## config.mk

```make
export PLATFORM = sky130hd
export DESIGN_NAME = chunked_compare_unit
export DESIGN_NICKNAME = d
export VERILOG_FILES = /design/src/rtl/cmp_pkg.sv /design/src/rtl/cmp_chunk.sv /design/src/rtl/chunked_compare_unit.sv
export SDC_FILE = /design/constraint.sdc
export NUM_CORES = 1
export LEC_CHECK = 0
export CAP_MARGIN = 30
export CORE_ASPECT_RATIO = 0.6
export CORE_MARGIN = 5
export CORE_UTILIZATION = 45
export DETAILED_ROUTE_END_ITERATION = 6
export PLACE_DENSITY = 0.83
export SYNTH_ARGS = -nofsm -noshare
export SYNTH_HDL_FRONTEND = slang
export SYNTH_SLANG_ARGS = --single-unit
export TNS_END_PERCENT = 50
```

## constraint.sdc

```tcl
create_clock -name i_clk -period 5.2 [get_ports i_clk]
set_input_delay 1.04 -clock i_clk [delete_from_list [all_inputs] [get_ports i_clk]]
set_output_delay 1.04 -clock i_clk [all_outputs]
set_load 0.03 [all_outputs]
```

## src/rtl/cmp_pkg.sv

```systemverilog
// Shared encodings and helpers for the chunked comparator.
// Covers branch funct3 decode, ALU funct3 decode and the FSM state type.
package cmp_pkg;

  localparam logic [2:0] F3_BEQ  = 3'b000;
  localparam logic [2:0] F3_BNE  = 3'b001;
  localparam logic [2:0] F3_BLT  = 3'b100;
  localparam logic [2:0] F3_BGE  = 3'b101;
  localparam logic [2:0] F3_BLTU = 3'b110;
  localparam logic [2:0] F3_BGEU = 3'b111;

  localparam logic [2:0] F3_SLT  = 3'b010;
  localparam logic [2:0] F3_SLTU = 3'b011;

  localparam logic [2:0] F3_MIN  = 3'b100;
  localparam logic [2:0] F3_MINU = 3'b101;
  localparam logic [2:0] F3_MAX  = 3'b110;
  localparam logic [2:0] F3_MAXU = 3'b111;

  typedef enum logic [1:0] {IDLE, BUSY, DONE} state_t;

  function automatic logic f_is_signed(input logic is_branch, input logic minmax,
                                       input logic [2:0] func3);
    if (is_branch)   return (func3 == F3_BLT) || (func3 == F3_BGE);
    else if (minmax) return (func3 == F3_MIN) || (func3 == F3_MAX);
    else             return (func3 == F3_SLT);
  endfunction

  function automatic logic f_branch_taken(input logic [2:0] func3, input logic lt,
                                          input logic eq);
    case (func3)
      F3_BEQ:  return eq;
      F3_BNE:  return !eq;
      F3_BLT:  return lt;
      F3_BGE:  return !lt;
      F3_BLTU: return lt;
      F3_BGEU: return !lt;
      default: return 1'b0;
    endcase
  endfunction

endpackage

```

## src/rtl/cmp_chunk.sv

```systemverilog
// Combinational unsigned less-than / equal of one CHUNK-bit operand slice.
module cmp_chunk #(
  parameter int CHUNK = 8
) (
  input  logic [CHUNK-1:0] i_a,
  input  logic [CHUNK-1:0] i_b,
  output logic             o_lt,
  output logic             o_eq
);

  assign o_lt = (i_a < i_b);
  assign o_eq = (i_a == i_b);

endmodule

```

## src/rtl/chunked_compare_unit.sv

```systemverilog
// Multi-cycle MSB-first chunked comparator for SLT/SLTU and RV32 branch conditions.
// Optional Zbb MIN/MINU/MAX/MAXU selection is built when CMP_MINMAX_EN is defined.
//
// state | meaning
// IDLE  | ready to accept an operation
// BUSY  | comparing one chunk per cycle, MSB chunk first
// DONE  | result held until the consumer takes it
module chunked_compare_unit
  import cmp_pkg::*;
#(
  parameter int WIDTH = 32,
  parameter int CHUNK = 8
) (
  input  logic             i_clk,
  input  logic             i_reset,
  input  logic             i_in_valid,
  output logic             o_in_ready,
  input  logic             i_is_branch,
  input  logic [2:0]       i_func3,
  input  logic [WIDTH-1:0] i_rs1_data,
  input  logic [WIDTH-1:0] i_rs2_data,
`ifdef CMP_MINMAX_EN
  input  logic             i_minmax,
`endif
  output logic             o_out_valid,
  input  logic             i_out_ready,
  output logic [WIDTH-1:0] o_out,
  output logic             o_taken
);

  localparam int N    = WIDTH / CHUNK;
  localparam int IDXW = (N > 1) ? $clog2(N) : 1;
  localparam logic [WIDTH-1:0] MSB_MASK = {1'b1, {(WIDTH-1){1'b0}}};

  generate
    if ((WIDTH % CHUNK) != 0) begin : g_bad_chunk
      $error("chunked_compare_unit: WIDTH must be a multiple of CHUNK");
    end
  endgenerate

  state_t            r_state;
  state_t            w_next_state;
  logic [WIDTH-1:0]  r_a;
  logic [WIDTH-1:0]  r_b;
  logic [2:0]        r_func3;
  logic              r_is_branch;
  logic              r_minmax;
  logic              r_signed;
  logic [IDXW-1:0]   r_idx;
  logic [WIDTH-1:0]  r_out;
  logic              r_taken;

  logic              w_minmax;
  logic [WIDTH-1:0]  w_flip;
  logic [WIDTH-1:0]  w_a_cmp;
  logic [WIDTH-1:0]  w_b_cmp;
  logic [CHUNK-1:0]  w_a_chunk;
  logic [CHUNK-1:0]  w_b_chunk;
  logic              w_chunk_lt;
  logic              w_chunk_eq;
  logic              w_finish;
  logic              w_lt_final;
  logic [WIDTH-1:0]  w_res_out;
  logic              w_res_taken;

`ifdef CMP_MINMAX_EN
  assign w_minmax = i_minmax;
`else
  assign w_minmax = 1'b0;
`endif

  // Signed order maps onto unsigned order once the sign bits are inverted.
  assign w_flip    = r_signed ? MSB_MASK : '0;
  assign w_a_cmp   = r_a ^ w_flip;
  assign w_b_cmp   = r_b ^ w_flip;
  assign w_a_chunk = w_a_cmp[r_idx*CHUNK +: CHUNK];
  assign w_b_chunk = w_b_cmp[r_idx*CHUNK +: CHUNK];

  cmp_chunk #(.CHUNK(CHUNK)) u_chunk (
    .i_a  (w_a_chunk),
    .i_b  (w_b_chunk),
    .o_lt (w_chunk_lt),
    .o_eq (w_chunk_eq)
  );

  assign w_finish   = (r_state == BUSY) && (!w_chunk_eq || (r_idx == '0));
  assign w_lt_final = !w_chunk_eq && w_chunk_lt;

  always_comb begin
    w_res_out   = '0;
    w_res_taken = 1'b0;
    if (r_is_branch) begin
      w_res_taken = f_branch_taken(r_func3, w_lt_final, w_chunk_eq);
    end else if (r_minmax && r_func3[2]) begin
      // func3[1] separates MAX from MIN: MAX picks operand A when A is not below B.
      w_res_out = (w_lt_final ^ r_func3[1]) ? r_a : r_b;
    end else if ((r_func3 == F3_SLT) || (r_func3 == F3_SLTU)) begin
      w_res_out = {{(WIDTH-1){1'b0}}, w_lt_final};
    end
  end

  always_ff @(posedge i_clk) begin
    if (i_reset) r_state <= IDLE;
    else         r_state <= w_next_state;
  end

  always_comb begin
    w_next_state = r_state;
    case (r_state)
      IDLE:    if (i_in_valid)  w_next_state = BUSY;
      BUSY:    if (w_finish)    w_next_state = DONE;
      DONE:    if (i_out_ready) w_next_state = IDLE;
      default: w_next_state = IDLE;
    endcase
  end

  always_comb begin
    o_in_ready  = (r_state == IDLE);
    o_out_valid = (r_state == DONE);
  end

  always_ff @(posedge i_clk) begin
    if (i_reset) begin
      r_a         <= '0;
      r_b         <= '0;
      r_func3     <= '0;
      r_is_branch <= 1'b0;
      r_minmax    <= 1'b0;
      r_signed    <= 1'b0;
      r_idx       <= '0;
      r_out       <= '0;
      r_taken     <= 1'b0;
    end else begin
      case (r_state)
        IDLE: begin
          if (i_in_valid) begin
            r_a         <= i_rs1_data;
            r_b         <= i_rs2_data;
            r_func3     <= i_func3;
            r_is_branch <= i_is_branch;
            r_minmax    <= w_minmax;
            r_signed    <= f_is_signed(i_is_branch, w_minmax, i_func3);
            r_idx       <= IDXW'(N-1);
          end
        end
        BUSY: begin
          if (w_finish) begin
            r_out   <= w_res_out;
            r_taken <= w_res_taken;
          end else begin
            r_idx <= r_idx - IDXW'(1);
          end
        end
        default: ;
      endcase
    end
  end

  assign o_out   = r_out;
  assign o_taken = r_taken;

endmodule
```

# ---- Yosys cells after proc, flatten, opt, wreduce, memory -nomap -nowiden
# Cells that the tools add are included.
dict set report word_totals {
  latchBits 0
  output_inout_bits 35
  word_cells 62
  in_bits 72
  reg_bits 106
  rom_bits 0
  mem_bits_rw 0
  mem_count 0
}
dict set report classes {
  n_eq_ne 17
  div_mod_pow 0
  n_reduce_logical 17
  addsub 1
  shift 2
  magnitude_cmp 1
  bitwise_logic 2
  mul 0
  n_mux 13
}
# cell n
set op_table {}
lappend op_table {{32-bit two-way mux} 2}
lappend op_table {{32-bit by 6-bit variable part select with 8-bit output} 2}
lappend op_table {{32-bit bitwise XOR} 2}
lappend op_table {{3-bit equality test (second input constant)} 6}
lappend op_table {{2-bit two-way mux} 5}
lappend op_table {{3-bit by 2-bit equality test with 1-bit output (second input constant)} 3}
lappend op_table {{8-bit equality test} 1}
lappend op_table {{8-bit less-than comparator} 1}
lappend op_table {{2-bit != test (second input constant)} 3}
lappend op_table {{2-bit one-hot mux with 3 select lines} 1}
lappend op_table {{3-bit AND reduction} 2}
lappend op_table {{2-bit zero test} 2}
lappend op_table {{1-bit one-hot mux with 4 select lines} 1}
lappend op_table {{2-bit one-hot mux with 2 select lines} 1}
lappend op_table {{2-bit AND reduction} 2}
lappend op_table {{2-bit OR reduction} 2}
lappend op_table {{3-bit by 1-bit equality test with 1-bit output (second input constant)} 1}
lappend op_table {{3-bit zero test} 1}
lappend op_table {{1-bit logical OR} 3}
lappend op_table {{1-bit two-way mux} 3}
lappend op_table {{2-bit by 1-bit equality test with 1-bit output (second input constant)} 1}
lappend op_table {{2-bit equality test (second input constant)} 1}
lappend op_table {{1-bit logical AND} 2}
lappend op_table {{1-bit zero test} 2}
lappend op_table {{other kinds (3)} 3}

# ---- Depth between registers and ports, before layout
dict set report depth {
  ltp_word 9
  ltp_mapped 10
  depth_no_buf 10
}

# ---- Hierarchy
# From an unflattened synthesis, not the netlist that was laid out.
dict set report hier_totals {
  cells_unflattened 421
  hier_area_um2 3520.9
}
# module area_per_inst_um2 instances seq_area_each_um2 cells_per_inst
set modules_own_cells {}
lappend modules_own_cells {chunked_compare_unit 3318.2 1 1501.4 394}
lappend modules_own_cells {cmp_chunk 202.7 1 0.0 27}

# ---- Least setup slack after synthesis
# OpenSTA, ideal clock, no wires.
dict set report synth_path {
  kind {register to register}
  from {register r_idx[0]}
  to {register r_taken, in the netlist o_taken}
  t_required_ps 5138
  period_less_slack_ps 2807
  setup_ps 62
  slack_ps 2393
  stages_incl_launch_ff 11
  path_buffers 2
  arrival_ps 2745
  path_cell_list {dfxtp_1 > buf_2 > buf_2 > mux4_2 > ha_1 > nand4_1 > nor3_2 > nand2b_4 > nor3b_4 > or4b_1 > nand3_1}
}
dict set report synth_via {
  elab_chain_len 7
  elab_cells_between_ends 13
  classes_between {order compare (1); eq/ne (1); shift (2); mux (2); reduce/logical (7)}
}
# item line
set synth_lines {}
lappend synth_lines {{from (decl)} chunked_compare_unit.sv:49} ;# logic [IDXW-1:0] r_idx;
lappend synth_lines {{from (signal assigned)} chunked_compare_unit.sv:143} ;# r_idx <= IDXW'(N-1);
lappend synth_lines {{from (signal assigned)} chunked_compare_unit.sv:151} ;# r_idx <= r_idx - IDXW'(1);
lappend synth_lines {{parallel branches: the longest is 7 deep, another holds 8-bit less-than comparator} --}
lappend synth_lines {{to (signal assigned)} chunked_compare_unit.sv:149} ;# r_taken <= w_res_taken;
lappend synth_lines {{to (decl)} chunked_compare_unit.sv:51} ;# logic r_taken;
# Several ways; the timed one is not identified.
# A chain may end at the register's enable or synchronous reset.

# ---- Worst setup path after layout
# Ends and elaborated chain as after synthesis.

==> flow_summary.json <==
{
  "finalWirelength_um": 8880,
  "die_area_mm2": 0.00984,
  "crit_slowest_cell": "dfxtp_1",
  "cp-startpoint": "r_idx[0]",
  "postRouteAntennaNets": 0,
  "stdcell_count": 597,
  "finish.instance_area_mm2": 0.00453,
  "start_util_pct": 45.7,
  "fp.dieW_um": 125,
  "min_from": "r_a[26]",
  "coreArea_mm2": 0.00779,
  "place_inst": 582,
  "post-route-drc-count": 0,
  "diodes": 0,
  "final_cell_mix": "nand2_1, dfxtp_1, clkdlybuf4s50_1",
  "die_h_um": 78.9,
  "rows": 25,
  "post_cts_buffers": 0,
  "place.gp.congestion": 0.872,
  "grt.overflow.total": 0,
  "synth_cell_types": 40,
  "rsz0062_at_grt": "false",
  "ys_seq_elements": 75,
  "grt_pass1_wl_um": 14300,
  "nFillCells": 658,
  "ctsHoldBuffers": 0,
  "worstPathArrival_ps": 3250,
  "worst_path_largest_cell_delay_ps": 620,
  "critPathCaptureType": "register",
  "irDropWorstVdd_mv": 0.165,
  "tns_ps": 0,
  "io_pins": 107,
  "first_global_vias": 2916,
  "cp_cell_sequence": "buf_8, mux4_2, ha_1, nand4_1, nor3_2, nand2b_4, nor3b_4, a41oi_1, nand3_1",
  "setup.worst_path.start_class": "register",
  "io_buffers": 75,
  "track_usage_pct": 18.4,
  "ctsResizeCount": 0,
  "placed_cell_area_mm2": 0.00427,
  "power.leakage_uw": 0.00176,
  "grt_max_degree": 77,
  "hold_viol": 0,
  "fin_ws_ps": 2160,
  "post-route-min-period_ps": 3040,
  "netlist_area_mm2": 0.00356,
  "fin_skew_ps": 4.03,
  "slew_violations": 0,
  "antenna_found_initial": 0,
  "drtIter0Drc": 297,
  "synth.avg_cell_area_um2": 8.41,
  "clock_path_buffers": 2,
  "powerDensity_mw_per_mm2": 344,
  "min_period_over_period_pct": 58.4,
  "sequentialPowerShare_pct": 42.5,
  "crit_path_max_fanout": 11,
  "cts_buffers": 9,
  "vias": 2954,
  "ys_warn_count": 0,
  "p_int_uw": 1110,
  "dp_hpwl_um": 6620,
  "netSwitchingPower_uw": 444,
  "clkLatencyLatePin_ps": 330,
  "final-setup-viol-count": 0,
  "drv_cap": 0,
  "run_status": "finished clean",
  "drtPass1Iterations": 4,
  "place_ws_ps": 2190,
  "swShare_pct": 28.5,
  "p_comb_share_pct": 22.4,
  "syn_inst": 423,
  "yosysSeqAreaShare_pct": 42.2,
  "fmax_mhz": 329,
  "power.share.clock_pct": 35.2,
  "maxSlewHeadroom_pct": 46.8,
  "numClockSinks": 75,
  "viasPerCell": 4.95,
  "worstPathRequired_ps": 5410,
  "criticalPathCategory": "register to register",
  "drive_above_1_share_pct": 8.38,
  "final_common_cell": "nand2_1",
  "hold_class": "register to register",
  "syn_to_final_growth_pct": 27.5,
  "final_nets": 566,
  "clock-root-buffer": "clkbuf_16",
  "wl_per_cell_um": 14.9,
  "htreeDepth": 3,
  "cts_tree": "done",
  "clk_pin_slew_ps": 50,
  "worstMarginPinSlew_ps": 797,
  "reg2reg_from": "r_idx[0]"
}
[layer usage]
| layer | part of all wire [%] | routed length, um | global-route usage [%] | up-vias |
|---|---|---|---|---|
| met3 | 7.6 | 675 | 6.52 | 18 |
| met1 | 46 | 4060 | 24.2 | 1347 |
| li1 | - | - | - | 1472 |
| met2 | 46 | 4050 | 28.7 | 117 |
| met5 | 0 | 0 | 0 | - |
| met4 | 1.1 | 100 | 5.47 | 0 |
[registers in the layout, summed over array words and instances (netlist names)]
| register | flops |
|---|---|
| o_out | 1 |
| o_taken | 1 |
| r_a | 32 |
| r_b | 32 |
| r_func3 | 3 |
| r_idx | 2 |
| r_is_branch | 1 |
| r_signed | 1 |
| r_state | 2 |
[metrics by stage]
step           hold WS (ps)  power [uW]  utilization [%]
3_5_place_dp            445        1020             54.8
5_1_grt                 464        1630             58.2
6_report                453        1560             58.2
4_1_cts                 453        1570             58.2
3_3_place_gp            443         990             54.0
2_1_floorplan           433         912                -
[area by class of cell]
cell class	instances	area [um^2]	share of cell area [%]
sequential	75	1500	33.1
timing repair buffer	79	816	18.0
multi-input combinational	308	1770	39.1
tap	108	135	2.98
inverter	12	45.0	0.994
clock inverter	3	15.0	0.331
clock buffer	12	246	5.44
[synth_stat cells]
master | n | share of area, %
dfxtp_1 | 75 | 42
nand3_1 | 1 | 0.14
nor4_1 | 1 | 0.18
ha_1 | 9 | 3.2
nor2b_1 | 2 | 0.35
o21ai_0 | 2 | 0.28
nor3b_4 | 1 | 0.53
nor3_1 | 1 | 0.14
or4b_1 | 1 | 0.28
a31oi_1 | 1 | 0.18
nand2b_4 | 1 | 0.39
inv_1 | 12 | 1.3
a221oi_1 | 1 | 0.25
o21bai_1 | 1 | 0.21
buf_2 | 14 | 2.0
a21oi_1 | 73 | 10
buf_1 | 4 | 0.42
nor3_2 | 1 | 0.28
and2_1 | 1 | 0.18
a21o_1 | 2 | 0.42
and2b_2 | 1 | 0.25
nand4b_1 | 1 | 0.25
nor2_1 | 6 | 0.63
xor2_1 | 2 | 0.49
a41oi_1 | 1 | 0.25
o21a_1 | 1 | 0.21
conb_1 | 1 | 0.11
and2b_4 | 1 | 0.28
nand3b_1 | 1 | 0.21
nand2b_1 | 1 | 0.18
xnor2_1 | 1 | 0.25
a311oi_1 | 1 | 0.25
mux2i_1 | 1 | 0.28
nand4_1 | 3 | 0.53
clkbuf_1 | 9 | 0.95
nor3b_1 | 1 | 0.21
buf_4 | 31 | 6.5
a211oi_1 | 1 | 0.21
mux4_2 | 16 | 10
nand2_1 | 139 | 15
[worst paths after layout]
path | end | slack, ps | cells after the start
min | r_a[26] | 450 | 2
max reg2reg | o_taken | 2160 | 9
min reg2reg | r_a[26] | 450 | 2
max | o_taken | 2160 | 9
[kinds of logic (layout without fill, tap and decap cells)]
group,Yosys count,count (layout),share of synthesized area [%]
compound gates,84,84,12.5
xor+xnor,3,3,0.739
fa+ha+maj,9,9,3.17
buf+inv,70,106,11.2
flops,75,75,42.2
mux,17,17,10.4
other cells,1,31,0.105
simple gates,164,164,19.7
[power by group through the flow]
stage	registers, uW	logic, uW	clock network (uW)
finish	661	348	548
global route	666	384	585
CTS	661	349	558
detailed placement	672	344	0
global placement	676	314	0
floorplan	650	262	0
[critical path, delay by kind of cell, from the launching register on]
family | cells | cell delay (ps)
AND/OR/NAND/NOR | 5 | 940
flip-flops | 1 | 620
multiplexers | 1 | 530
adder cells (fa/ha/maj) | 1 | 320
AO/OA/AOI/OAI | 1 | 260
buffers and inverters | 1 | 240
(Power assumes the default switching activity.)
